$ cat config.mk
export PLATFORM = sky130hd
export DESIGN_NAME = arm_seq_ctrl
export DESIGN_NICKNAME = d
export VERILOG_FILES = /design/src/rtl/arm_seq_ctrl_pkg.sv /design/src/rtl/arm_seq_ctrl_fetch_timer.sv /design/src/rtl/arm_seq_ctrl.sv
export SDC_FILE = /design/constraint.sdc
export NUM_CORES = 1
export LEC_CHECK = 0
export BUFFER_PORTS_ARGS = -buffer_cell sky130_fd_sc_hd__buf_2
export CELL_PAD_IN_SITES_DETAIL_PLACEMENT = 0
export CELL_PAD_IN_SITES_GLOBAL_PLACEMENT = 1
export CORE_MARGIN = 2
export CORE_UTILIZATION = 43
export CTS_CLUSTER_SIZE = 25
export DETAILED_ROUTE_END_ITERATION = 12
export HOLD_SLACK_MARGIN = 0.06
export PLACE_DENSITY_LB_ADDON = 0.3
export REMOVE_ABC_BUFFERS = 1
export SYNTH_ARGS = -nofsm -noshare
export SYNTH_HDL_FRONTEND = slang
export SYNTH_SLANG_ARGS = --single-unit
$ cat constraint.sdc
create_clock -name clk -period 3.6 [get_ports clk]
set_input_delay 0.18 -clock clk [delete_from_list [all_inputs] [get_ports clk]]
set_output_delay 0.18 -clock clk [all_outputs]
set_load 0.05 [all_outputs]
$ cat src/rtl/arm_seq_ctrl_pkg.sv
`default_nettype none
// ============================================================================
// Module   : arm_seq_ctrl_pkg
// Brief    : Shared FSM encodings, ALU phase constants and opcode constants
//            for the ARM-style instruction sequencer.
// Revision : 1.0  initial release
// ============================================================================
package arm_seq_ctrl_pkg;

    // Sequencer FSM state encodings
    localparam logic [2:0] C_ST_IDLE  = 3'd0;
    localparam logic [2:0] C_ST_FETCH = 3'd1;
    localparam logic [2:0] C_ST_EXEC1 = 3'd2;
    localparam logic [2:0] C_ST_EXEC2 = 3'd3;
    localparam logic [2:0] C_ST_HALT  = 3'd4;
    localparam logic [2:0] C_ST_FAULT = 3'd5;

    typedef enum logic [2:0] {
        S_IDLE  = C_ST_IDLE,
        S_FETCH = C_ST_FETCH,
        S_EXEC1 = C_ST_EXEC1,
        S_EXEC2 = C_ST_EXEC2,
        S_HALT  = C_ST_HALT,
        S_FAULT = C_ST_FAULT
    } state_t;

    // One-hot phase vector consumed by the ALU
    localparam logic [2:0] PH_NONE  = 3'b000;
    localparam logic [2:0] PH_FETCH = 3'b001;
    localparam logic [2:0] PH_EXEC1 = 3'b010;
    localparam logic [2:0] PH_EXEC2 = 3'b100;

    // Instruction decode constants
    localparam logic [3:0]  OP_LDR    = 4'b1110;
    localparam logic [15:0] HALT_INST = 16'h0000;

    // Map an FSM state to the phase vector the ALU sees
    function automatic logic [2:0] phase_of(input state_t s);
        case (s)
            S_FETCH: phase_of = PH_FETCH;
            S_EXEC1: phase_of = PH_EXEC1;
            S_EXEC2: phase_of = PH_EXEC2;
            default: phase_of = PH_NONE;
        endcase
    endfunction

endpackage
`default_nettype wire

$ cat src/rtl/arm_seq_ctrl_fetch_timer.sv
`default_nettype none
// ============================================================================
// Module   : arm_fetch_timer
// Brief    : Loadable down-counter that flags a fetch timeout once TIMEOUT
//            consecutive waiting cycles have elapsed. TIMEOUT=0 disables it.
// Revision : 1.0  initial release
// ============================================================================
module arm_fetch_timer #(
    parameter int TIMEOUT = 15
) (
    input  logic clk,
    input  logic rst_n,
    input  logic load,
    input  logic en,
    output logic expire
);

    generate
        if (TIMEOUT == 0) begin : g_disabled
            logic w_unused;
            assign w_unused = &{1'b0, clk, rst_n, load, en};
            assign expire   = 1'b0;
        end else begin : g_enabled
            localparam int CW = (TIMEOUT < 2) ? 1 : $clog2(TIMEOUT + 1);
            logic [CW-1:0] r_count;

            // Preload while idle so the first waiting cycle sees TIMEOUT-1;
            // the cycle that finds zero is the TIMEOUT-th waiting cycle.
            always_ff @(posedge clk or negedge rst_n) begin
                if (!rst_n) begin
                    r_count <= '0;
                end else if (load) begin
                    r_count <= CW'(TIMEOUT - 1);
                end else if (en && (r_count != '0)) begin
                    r_count <= r_count - 1'b1;
                end
            end

            assign expire = en && (r_count == '0);
        end
    endgenerate

endmodule
`default_nettype wire

$ cat src/rtl/arm_seq_ctrl.sv
`default_nettype none
// ============================================================================
// Module   : arm_seq_ctrl
// Brief    : Multi-cycle instruction sequencer: owns PC, instruction register
//            and the one-hot ALU phase vector; handles fetch handshake, LDR
//            load phase, halt detection and fetch-timeout fault.
// Revision : 1.0  initial release
// ============================================================================
module arm_seq_ctrl
    import arm_seq_ctrl_pkg::*;
#(
    parameter int PC_W     = 8,
    parameter int RESET_PC = 0,
    parameter int TIMEOUT  = 15
) (
    input  logic            clk,
    input  logic            rst_n,
    input  logic            go,
    input  logic            single_step,
    input  logic [15:0]     imem_data,
    input  logic            imem_valid,
    input  logic            dmem_ready,
    output logic [PC_W-1:0] imem_addr,
    output logic            imem_req,
    output logic [15:0]     inst,
    output logic [2:0]      state,
    output logic [15:0]     retired,
    output logic            busy,
    output logic            halted,
    output logic            fault
);

    state_t          r_state;
    state_t          w_next;
    logic [PC_W-1:0] r_pc;
    logic [15:0]     r_inst;
    logic [15:0]     r_retired;
    logic            r_step;
    logic            w_retire;
    logic            w_load_inst;
    logic            w_expire;
    logic            w_tmr_load;
    logic            w_tmr_en;

    // Timer counts only while FETCH is stalled; reloaded in every other state
    assign w_tmr_load = (r_state != S_FETCH);
    assign w_tmr_en   = (r_state == S_FETCH) && !imem_valid;

    arm_fetch_timer #(
        .TIMEOUT (TIMEOUT)
    ) u_fetch_timer (
        .clk    (clk),
        .rst_n  (rst_n),
        .load   (w_tmr_load),
        .en     (w_tmr_en),
        .expire (w_expire)
    );

    // FSM state register
    always_ff @(posedge clk or negedge rst_n) begin
        if (!rst_n) begin
            r_state <= S_IDLE;
        end else begin
            r_state <= w_next;
        end
    end

    // Next-state decode plus retire / instruction-load strobes
    always_comb begin
        w_next      = r_state;
        w_retire    = 1'b0;
        w_load_inst = 1'b0;
        case (r_state)
            S_IDLE: begin
                if (go) w_next = S_FETCH;
            end
            S_FETCH: begin
                if (imem_valid) begin
                    w_load_inst = 1'b1;
                    w_next      = S_EXEC1;
                end else if (w_expire) begin
                    w_next = S_FAULT;
                end
            end
            S_EXEC1: begin
                if (r_inst == HALT_INST) begin
                    w_next = S_HALT;
                end else if (r_inst[15:12] == OP_LDR) begin
                    w_next = S_EXEC2;
                end else begin
                    w_retire = 1'b1;
                    w_next   = r_step ? S_IDLE : S_FETCH;
                end
            end
            S_EXEC2: begin
                if (dmem_ready) begin
                    w_retire = 1'b1;
                    w_next   = r_step ? S_IDLE : S_FETCH;
                end
            end
            S_HALT, S_FAULT: begin
                w_next = r_state;
            end
            default: begin
                w_next = S_IDLE;
            end
        endcase
    end

    // PC, instruction register, retire counter and step flag
    always_ff @(posedge clk or negedge rst_n) begin
        if (!rst_n) begin
            r_pc      <= PC_W'(RESET_PC);
            r_inst    <= '0;
            r_retired <= '0;
            r_step    <= 1'b0;
        end else begin
            if ((r_state == S_IDLE) && go) r_step <= single_step;
            if (w_load_inst) r_inst <= imem_data;
            if (w_retire) begin
                r_pc      <= r_pc + 1'b1;
                r_retired <= r_retired + 1'b1;
            end
        end
    end

    // Outputs come straight from registers or from the state register alone
    assign imem_addr = r_pc;
    assign inst      = r_inst;
    assign retired   = r_retired;
    assign state     = phase_of(r_state);
    assign imem_req  = (r_state == S_FETCH);
    assign busy      = (r_state == S_FETCH) || (r_state == S_EXEC1) ||
                       (r_state == S_EXEC2);
    assign halted    = (r_state == S_HALT);
    assign fault     = (r_state == S_FAULT);

endmodule
`default_nettype wire

==> results.sh, run 1 <==
export IMPL_slew_violations=0
export IMPL_port_buffers=68
export IMPL_holdCritPathClass="input pin to flip-flop"
export IMPL_synthCells=187
export IMPL_area_delta_synth_final_pct=20.56
export IMPL_coreArea_sq_um=5205
export IMPL_hold_viol_final=0
export IMPL_nNetsFinal=282
export IMPL_swShare_pct=48.83
export IMPL_grt_pass1_wl_microns=7624
export IMPL_dieArea_sq_um=6084
export IMPL_rows=26
export IMPL_antenna_found_initial=0
export IMPL_place_congestion=0.8460
export IMPL_die_h_microns=78
export IMPL_cp_start_kind="flip-flop"
export IMPL_drc=0
export IMPL_fmax_mhz=487.2
export IMPL_vias=1639
export IMPL_reg2reg_depth=5
export IMPL_path_max_fanout=8
export IMPL_cts_resized=0
export IMPL_finalClockSkew_ns=0.006240
export IMPL_synth_seq_cells=48
export IMPL_cts_tree="yes"
export IMPL_initial_utilization_pct=45.24
export IMPL_p_leak_nw=1.364
export IMPL_drt_pass1_iterations=4
export IMPL_grt_max_degree=40
export IMPL_clockRootBuffer="clkbuf_8"
export IMPL_die_x_microns=78
export IMPL_numCtsBuffers=5
export IMPL_finalCritPeriodShare_pct=57.02
export IMPL_clk_pin_slew_ns=0.08
export IMPL_clockPowerShare_pct=15.1
export IMPL_detail_route_wl_per_cell_microns=14.00
export IMPL_diodes=0
export IMPL_setup_violations=0
export IMPL_viasPerCell=4.997
export IMPL_slew_headroom_pct=56.87
export IMPL_ys_types=46
export IMPL_cts_max_level=2
export IMPL_tightest_slew_ns=0.6419
export IMPL_ant_nets=0
export IMPL_clock_sinks=48
export IMPL_p_per_area_nw_per_um2=878.3
export IMPL_worst_ir_drop_vdd_uv=526.0
export IMPL_pwr_share_seq_pct=36.2
export IMPL_worstPathArrival_ns=1.87
export IMPL_rsz0062_at_grt="no"
export IMPL_clk_latency_ns=0.29
export IMPL_seq_area_frac_synth_pct=51.01
export IMPL_status="complete, no violations"
export IMPL_switchingPower_mw=1.218
export IMPL_pwr_share_comb_pct=48.7
export IMPL_post_cts_setup_buffers=0
export IMPL_holdPathStages=2
export IMPL_internal_power_mw=1.276
export IMPL_wirelength_microns=4592
export IMPL_syn_mean_instance_area_sq_um=12.59
export IMPL_end_kind="output pin"
export IMPL_cts_max_path_buffers=2
export IMPL_gr_usage_all_layers_pct=15.75
export IMPL_min_period_ns=2.053
export IMPL_drtIter0Drc=24
export IMPL_cap_violations=0
export IMPL_synth_cell_area_sq_um=2355
export IMPL_grt_overflow=0
export IMPL_crit_required_ns=3.42
export IMPL_setup_worst_path_class="flip-flop to output pin"
export IMPL_yosys_warnings=0
export IMPL_num_io_pins=69
export IMPL_fin_setup_tns_ns=0
export IMPL_post_route_util_pct=54.54
export IMPL_layout_drive_gt1_share_pct=44.57
export IMPL_grt_pass1_vias=1546
export IMPL_dp_final_hpwl_microns=3345
-- final timing paths --
check	slack (ns)	start	endpoint
setup reg to reg	1.58	r_state[1]	retired[5]
setup / recovery	1.55	r_state[0]	imem_req
min in group asynchronous	0.27	rst_n	r_state[0]
hold reg to reg	0.48	imem_addr[7]	imem_addr[7]
hold / removal	0.11	imem_data[7]	inst[7]
max in group asynchronous	2.59	rst_n	r_state[2]
-- repair_timing --
action	in CTS	in global routing
endpoints found under the setup margin	0	0
hold buffers	1	0
hold endpoints to repair	9	0
-- stage by stage --
stage	setup WS [ns]	hold slack, ns	cells	area (sq um)	total power, mW
after floorplan	0.07634	-0.1156	179	2278	1.840
after global placement	1.623	0.05376	319	2721	2.129
after detailed placement	1.579	0.05264	319	2721	2.135
after CTS	1.478	0.1040	328	2839	2.521
after global routing	1.362	0.09767	328	2839	2.624
final	1.547	0.1141	328	2839	2.493
-- cell families (layout without fill, tap and decap cells) --
family	after synthesis	count (layout)	synth area share (%)
AND/OR/NAND/NOR	58	58	18.01
flip-flops	48	48	51.01
XOR/XNOR	23	23	8.555
AO/OA/AOI/OAI	19	19	5.526
multiplexers	19	19	10.52
buffers and inverters	17	88	4.782
adder cells (fa/ha/maj)	3	3	1.594
-- state kept, by name, summed over array words and instances (netlist names) --
signal and count:
r_state 3, imem_addr 8, retired 16, u_fetch_timer.g_enabled.r_count 4, inst 16, r_step 1
-- routing by layer --
metal  vias up  track usage, %  share of wire [%]
met5         -               0                  0
met4         0           4.737                1.2
met3         6           4.535                5.2
met2        37           23.79                 45
met1       786           22.08                 48
li1        810               -                  -
-- power by group through the flow --
stage	Clock, mW	Sequential, mW	Combinational (mW)
after global routing	0.413	0.930	1.28
after global placement	0	0.909	1.22
after CTS	0.392	0.903	1.23
after detailed placement	0	0.912	1.22
after floorplan	0	1.32	0.515
final	0.377	0.902	1.21
-- cell usage in the layout (no fill, tap or decap), types with 2 or more instances in the layout --
master	Yosys	final
buf_2	1	68
dfrtp_1	48	48
xnor2_1	19	19
mux2_2	10	10
mux2_4	9	9
nand4_1	9	9
inv_1	7	7
nand2_1	6	6
nand3_1	6	6
nor2_1	5	5
o21ai_0	5	5
clkbuf_8	0	5
and3_1	4	4
nand3_2	4	4
xor2_1	4	4
and2_1	3	3
o31ai_1	3	3
nor4_2	3	3
a21oi_1	3	3
ha_1	3	3
nor3_1	2	2
and4_1	2	2
nor3b_2	2	2
buf_4	2	2
-- synthesized netlist by cell type (all sizes together) --
master   n  area share [%]
inv      9             1.5
nor4b    1            0.37
and2     4             1.1
nor3b    2             1.1
o211ai   1            0.32
o21ai    5             1.1
nand3b   1            0.48
nand4b   1            0.37
xor2     4             1.5
nand4    9             2.4
and4     3             1.2
a32o     1            0.48
nand2b   1            0.27
a221o    1            0.43
mux2    19              11
or4      1            0.32
a21oi    3            0.64
dfrtp   48              51
nor3     4             1.5
nor4     5             2.8
o31ai    3            0.96
o22ai    1            0.27
ha       3             1.6
and3     5             1.4
o311ai   1            0.37
a31oi    1            0.27
nor2     5            0.80
nand2    6            0.96
o221ai   1            0.37
a22o     1            0.37
xnor2   19             7.1
nand3   10             3.0
buf      8             3.2
-- critical path: stages, from the launching register on --
cell	delay [ns]
dfrtp_1	0.54
inv_2	0.14
nor3_1	0.52
buf_2	0.38
-- layout make-up --
type	count	area [sq um]
timing repair buffer	71	365.4
tap	70	87.58
inverter	9	36.28
sequential	48	1201
clock buffer	6	72.57
clock inverter	2	35.03
fill	482	2366
multi-input combinational	122	1041
No activity file was read; power rests on OpenSTA's default activity.
==> inputs of run 2 (changes only) <==
--- a/config.mk
+++ b/config.mk
@@ -5,11 +5,12 @@
 export SDC_FILE = /design/constraint.sdc
 export NUM_CORES = 1
 export LEC_CHECK = 0
+export ABC_AREA = 1
 export BUFFER_PORTS_ARGS = -buffer_cell sky130_fd_sc_hd__buf_2
 export CELL_PAD_IN_SITES_DETAIL_PLACEMENT = 0
 export CELL_PAD_IN_SITES_GLOBAL_PLACEMENT = 1
 export CORE_MARGIN = 2
-export CORE_UTILIZATION = 43
+export CORE_UTILIZATION = 37
 export CTS_CLUSTER_SIZE = 25
 export DETAILED_ROUTE_END_ITERATION = 12
 export HOLD_SLACK_MARGIN = 0.06
==> constraint.sdc (replaced) <==
create_clock -name clk -period 2.1 [get_ports clk]
set_input_delay 0.105 -clock clk [delete_from_list [all_inputs] [get_ports clk]]
set_output_delay 0.105 -clock clk [all_outputs]
set_load 0.05 [all_outputs]
==> results.sh, run 2 <==
export IMPL_status="complete, no violations"
export IMPL_min_period_ns=1.759
export IMPL_layout_commonest_cell="nand2_1"
export IMPL_diodes=0
export IMPL_path_max_fanout=17
export IMPL_synth_simple_area_share_pct=40.10
export IMPL_viasPerCell=4.676
export IMPL_drt_pass1_iterations=4
export IMPL_num_io_pins=69
export IMPL_initial_utilization_pct=38.83
export IMPL_cap_violations=0
export IMPL_post_route_util_pct=49.07
export IMPL_slew_headroom_pct=52.08
export IMPL_synthCells=367
export IMPL_cts_max_level=2
export IMPL_drc=0
export IMPL_yosysMostFrequentCell="nand2_1"
export IMPL_p_leak_nw=1.827
export IMPL_multi_input_area_sq_um=1292
export IMPL_area_delta_synth_final_pct=26.36
export IMPL_ys_flop_type="dfrtp_1"
export IMPL_coreArea_sq_um=6869
export IMPL_synth_edf_count=0
export IMPL_cts_tree="yes"
export IMPL_synth_xor_area_share_pct=3.940
export IMPL_rsz0062_at_grt="no"
export IMPL_dp_final_hpwl_microns=4704
export IMPL_ant_nets=0
export IMPL_setup_violations=0
export IMPL_r2r_slack_ns=0.52
export IMPL_layout_drive_gt1_share_pct=20.04
export IMPL_yosys_warnings=0
export IMPL_p_total_mw=4.336
export IMPL_synth_top_area_share_pct=45.03
export IMPL_grt_pass1_wl_microns=11450
export IMPL_vias=2572
export IMPL_fmax_mhz=568.5
export IMPL_post_synth_top_area_cell="dfrtp_1"
export IMPL_gr_usage_all_layers_pct=18.62
export IMPL_synthAdderAreaFrac_pct=1.407
export IMPL_die_x_microns=88.91
export IMPL_syn_mean_instance_area_sq_um=7.269
export IMPL_synthArstFlopShare_pct=100.0
export IMPL_holdCritPathClass="input pin to flip-flop"
export IMPL_cp_start_kind="flip-flop"
export IMPL_setup_worst_path_class="flip-flop to output pin"
export IMPL_synth_cell_area_sq_um=2668
export IMPL_synth_compound_area_share_pct=2.580
export IMPL_synth_common_cells="nand2_1, nand3_1, dfrtp_1"
export IMPL_synthTopCellsByArea="dfrtp_1, nand2_1, nand3_1"
export IMPL_wirelength_microns=6711
export IMPL_grtUsageMet2_pct=31.28
export IMPL_muxShareOfSynthArea_pct=0.4221
export IMPL_numCtsBuffers=5
export IMPL_end_kind="output pin"
export IMPL_layout_common_cells="nand2_1, buf_2, nand3_1"
export IMPL_clk_pin_slew_ns=0.08
export IMPL_crit_required_ns=2.00
export IMPL_dpl_worst_slack_ns=0.5277
export IMPL_hold_viol_final=0
export IMPL_nNetsFinal=478
export IMPL_final_cells=550
export IMPL_ys_types=28
export IMPL_dp_cells=524
export IMPL_seq_area_frac_synth_pct=45.03
export IMPL_place_congestion=0.8225
export IMPL_worst_ir_drop_vdd_uv=843.9
export IMPL_place_area_sq_um=3093
export IMPL_port_buffers=68
export IMPL_rows=30
export IMPL_dieArea_sq_um=7905
export IMPL_grt_busiest_layer="met2"
export IMPL_grt_overflow=0
export IMPL_grt_max_degree=32
export IMPL_p_per_area_nw_per_um2=1286
export IMPL_clockRootBuffer="clkbuf_8"
export IMPL_worstPathArrival_ns=1.65
export IMPL_cts_max_path_buffers=2
export IMPL_seq_area_sq_um=1201
export IMPL_detail_route_wl_per_cell_microns=12.20
export IMPL_synth_top_family_by_area="simple AND/OR/NAND/NOR gates"
export IMPL_finalCritPeriodShare_pct=83.77
export IMPL_die_h_microns=88.91
export IMPL_finalInstanceArea_sq_um=3371
export IMPL_drtIter0Drc=103
export IMPL_fill_cells=690
export IMPL_antenna_found_initial=0
export IMPL_use_met3_pct=4.432
export IMPL_grtUsageMet1_pct=23.88
export IMPL_grt_pass1_vias=2497
export IMPL_clk_latency_ns=0.30
export IMPL_tightest_slew_ns=0.7189
export IMPL_synth_seq_cells=48
export IMPL_layout_setup_ws_ns=0.3409
export IMPL_clock_sinks=48
export IMPL_slew_violations=0
export IMPL_finalClockSkew_ns=0.01420
[run 2: kinds of logic after synthesis]
| logic type | count (synthesis) |
|---|---|
| mux | 1 |
| xor+xnor | 12 |
| flops | 48 |
| compound gates | 11 |
| fa+ha+maj | 3 |
| buf+inv | 39 |
| simple gates | 253 |
[run 2: routing by layer]
| layer | share of wire [%] | vias to the layer above |
|---|---|---|
| met4 | 1.3 | 0 |
| met2 | 48 | 65 |
| met1 | 46 | 1156 |
| li1 | - | 1342 |
| met3 | 4.4 | 9 |
| met5 | 0 | - |
[run 2: layout make-up]
cell class	count	share of cell area (%)
Tap cell	96	3.563
Multi-Input combinational cell	280	38.34
Inverter	27	3.007
Clock inverter	2	0.4454
Timing Repair Buffer	91	16.56
Clock buffer	6	2.450
Sequential cell	48	35.63
[run 2: through the flow]
step	setup TNS, ns	hold WS (ns)
final	0	0.1318
after global placement	0	0.2151
after detailed placement	0	0.2158
after floorplan	-0.5474	-0.1906
after CTS	0	0.1221
after global routing	0	0.1378
[run 2: timing repair]
action	4_1_cts	5_1_grt
endpoints found under the hold margin	46	0
setup buffers	0	0
gates resized for setup	0	0
hold buffers	18	0
[run 2: worst max-delay path, stage by stage (launching register included)]
cell and delay, ns:
dfrtp_1 0.46, inv_1 0.08, nand3_1 0.09, inv_1 0.19
buf_4 0.25, buf_2 0.29
[run 2: path summary, 6_finish.rpt]
check | to | start | depth (start not counted)
hold reg to reg | inst[1] | inst[1] | 2
max in group asynchronous | inst[11] | rst_n | 3
setup reg to reg | retired[8] | retired[0] | 7
hold / removal | r_state[1] | dmem_ready | 3
setup / recovery | imem_req | r_state[1] | 5
min in group asynchronous | retired[12] | rst_n | 2
[run 2: report_power, final]
part           leakage, nW  switching, mW  internal [mW]
Clock               0.0434          0.318          0.267
Combinational         1.17           1.72          0.550
Sequential           0.617          0.290           1.19
==> inputs of run 3 (changes only) <==
==> constraint.sdc (replaced) <==
create_clock -name clk -period 1.79 [get_ports clk]
set_input_delay 0.0895 -clock clk [delete_from_list [all_inputs] [get_ports clk]]
set_output_delay 0.0895 -clock clk [all_outputs]
set_load 0.05 [all_outputs]
==> results.sh, run 3 (synthesis gave the netlist of run 2 again) <==
export IMPL_status="complete, no violations"
export IMPL_vias=2579
export IMPL_critical_path_max_stage_delay_ns=0.47
export IMPL_grt_overflow=0
export IMPL_setup_violations=0
export IMPL_fmax_mhz=612.6
export IMPL_slew_violations=0
export IMPL_diodes=0
export IMPL_cap_violations=0
export IMPL_area_delta_synth_final_pct=27.77
export IMPL_clockRootBuffer="clkbuf_8"
export IMPL_dieArea_sq_um=7905
export IMPL_dp_final_hpwl_microns=4814
export IMPL_numCtsBuffers=5
export IMPL_dp_cells=528
export IMPL_detail_route_wl_per_cell_microns=12.23
export IMPL_cts_max_path_buffers=2
export IMPL_tightest_slew_ns=0.5353
export IMPL_cts_max_level=2
export IMPL_drtIter0Drc=83
export IMPL_clk_pin_slew_ns=0.09
export IMPL_cts_tree="yes"
export IMPL_holdCritPathClass="input pin to flip-flop"
export IMPL_layout_drive_gt1_share_pct=20.96
export IMPL_rsz0062_at_grt="no"
export IMPL_cp_start_kind="flip-flop"
export IMPL_cp_slowest_cell="dfrtp_1"
export IMPL_timing_hold_ws_ns=0.1101
export IMPL_crit_required_ns=1.70
export IMPL_final_cells=554
export IMPL_die_h_microns=88.91
export IMPL_place_congestion=0.7889
export IMPL_post_route_util_pct=49.62
export IMPL_p_leak_nw=1.856
export IMPL_finalCritPeriodShare_pct=91.20
export IMPL_clock_sinks=48
export IMPL_clk_latency_ns=0.30
export IMPL_ant_nets=0
export IMPL_viasPerCell=4.655
export IMPL_grt_pass1_vias=2486
export IMPL_initial_utilization_pct=38.83
export IMPL_end_kind="output pin"
export IMPL_critPathBufInv=4
export IMPL_hold_viol_final=0
export IMPL_layout_common_cells="nand2_1, buf_2, nand3_1"
export IMPL_layout_commonest_cell="nand2_1"
export IMPL_die_x_microns=88.91
export IMPL_drc=0
export IMPL_antenna_found_initial=0
export IMPL_post_cts_setup_buffers=0
export IMPL_nNetsFinal=482
export IMPL_finalClockSkew_ns=0.003629
export IMPL_slew_headroom_pct=64.31
export IMPL_cp_cell_sequence="inv_1 -> nand3_1 -> inv_2 -> buf_12 -> buf_2"
export IMPL_worstPathArrival_ns=1.54
export IMPL_setup_worst_path_class="flip-flop to output pin"
export IMPL_fill_cells=693
export IMPL_min_period_ns=1.633
export IMPL_critPathTopFamily="buffers and inverters"
export IMPL_grt_pass1_wl_microns=11260
export IMPL_grt_max_degree=25
export IMPL_coreArea_sq_um=6869
export IMPL_p_per_area_nw_per_um2=1512
export IMPL_worst_ir_drop_vdd_uv=1095
export IMPL_num_io_pins=69
export IMPL_port_buffers=68
export IMPL_wirelength_microns=6774
export IMPL_gr_usage_all_layers_pct=18.02
export IMPL_drt_pass1_iterations=4
export IMPL_rows=30
export IMPL_p_total_mw=5.154
export IMPL_path_max_fanout=17
run 3: worst reg2reg max path, cell delays in order (launching register included):
cell     delay [ns]
dfrtp_1        0.41
ha_1           0.28
inv_1          0.06
nor2_1         0.24
nand2_1        0.11
xnor2_1        0.13
nand2_1        0.06
nand2_1        0.05
run 3: repair_timing:
item | in CTS | in global routing
setup endpoints to repair | 0 | 2
hold endpoints to repair | 37 | 0
hold buffers | 18 | 0
resized for setup | 0 | 1
run 3: path summary, 6_finish.rpt:
kind                                 start    endpoint  slack, ns  depth (start not counted)
worst max register to register  retired[1]  retired[8]       0.36                          7
min in group asynchronous            rst_n  retired[4]       0.29                          2
worst max-delay path            r_state[1]    state[0]       0.16                          5
max in group asynchronous            rst_n    inst[13]       0.89                          3
worst min register to register     inst[3]     inst[3]       0.50                          2
worst min-delay path            imem_valid     inst[9]       0.11                          3
run 3: through the flow:
| step | TNS (ns) | instance area (sq um) | setup WS [ns] |
|---|---|---|---|
| finish | 0 | 3408 | 0.1575 |
| global route | 0 | 3408 | 0.05548 |
| CTS | 0 | 3408 | 0.08267 |
| detailed placement | 0 | 3136 | 0.3216 |
| global placement | 0 | 3136 | 0.3649 |
| floorplan | -5.858 | 2595 | -0.3883 |
run 3: layout make-up:
| class | instances | area, sq um | share of cell area, % |
|---|---|---|---|
| Clock buffer | 6 | 82.58 | 2.423 |
| Clock inverter | 2 | 10.01 | 0.2937 |
| Inverter | 27 | 101.3 | 2.974 |
| Multi-Input combinational cell | 280 | 1292 | 37.92 |
| Sequential cell | 48 | 1201 | 35.24 |
| Tap cell | 96 | 120.1 | 3.524 |
| Timing Repair Buffer | 95 | 600.6 | 17.62 |
run 3: routing by layer:
layer / routed length (microns) / global-route usage (%) / up-vias
met5: 0 / 0 / -
met4: 60 / 4.545 / 0
met3: 331 / 4.709 / 7
met2: 3292 / 31.68 / 52
met1: 3089 / 22.03 / 1179
li1: - / - / 1341
run 3: power by group:
part	switching [mW]	internal, mW
Clock	0.368	0.309
Combinational	2.05	0.708
Sequential	0.325	1.39
Total	2.74	2.41
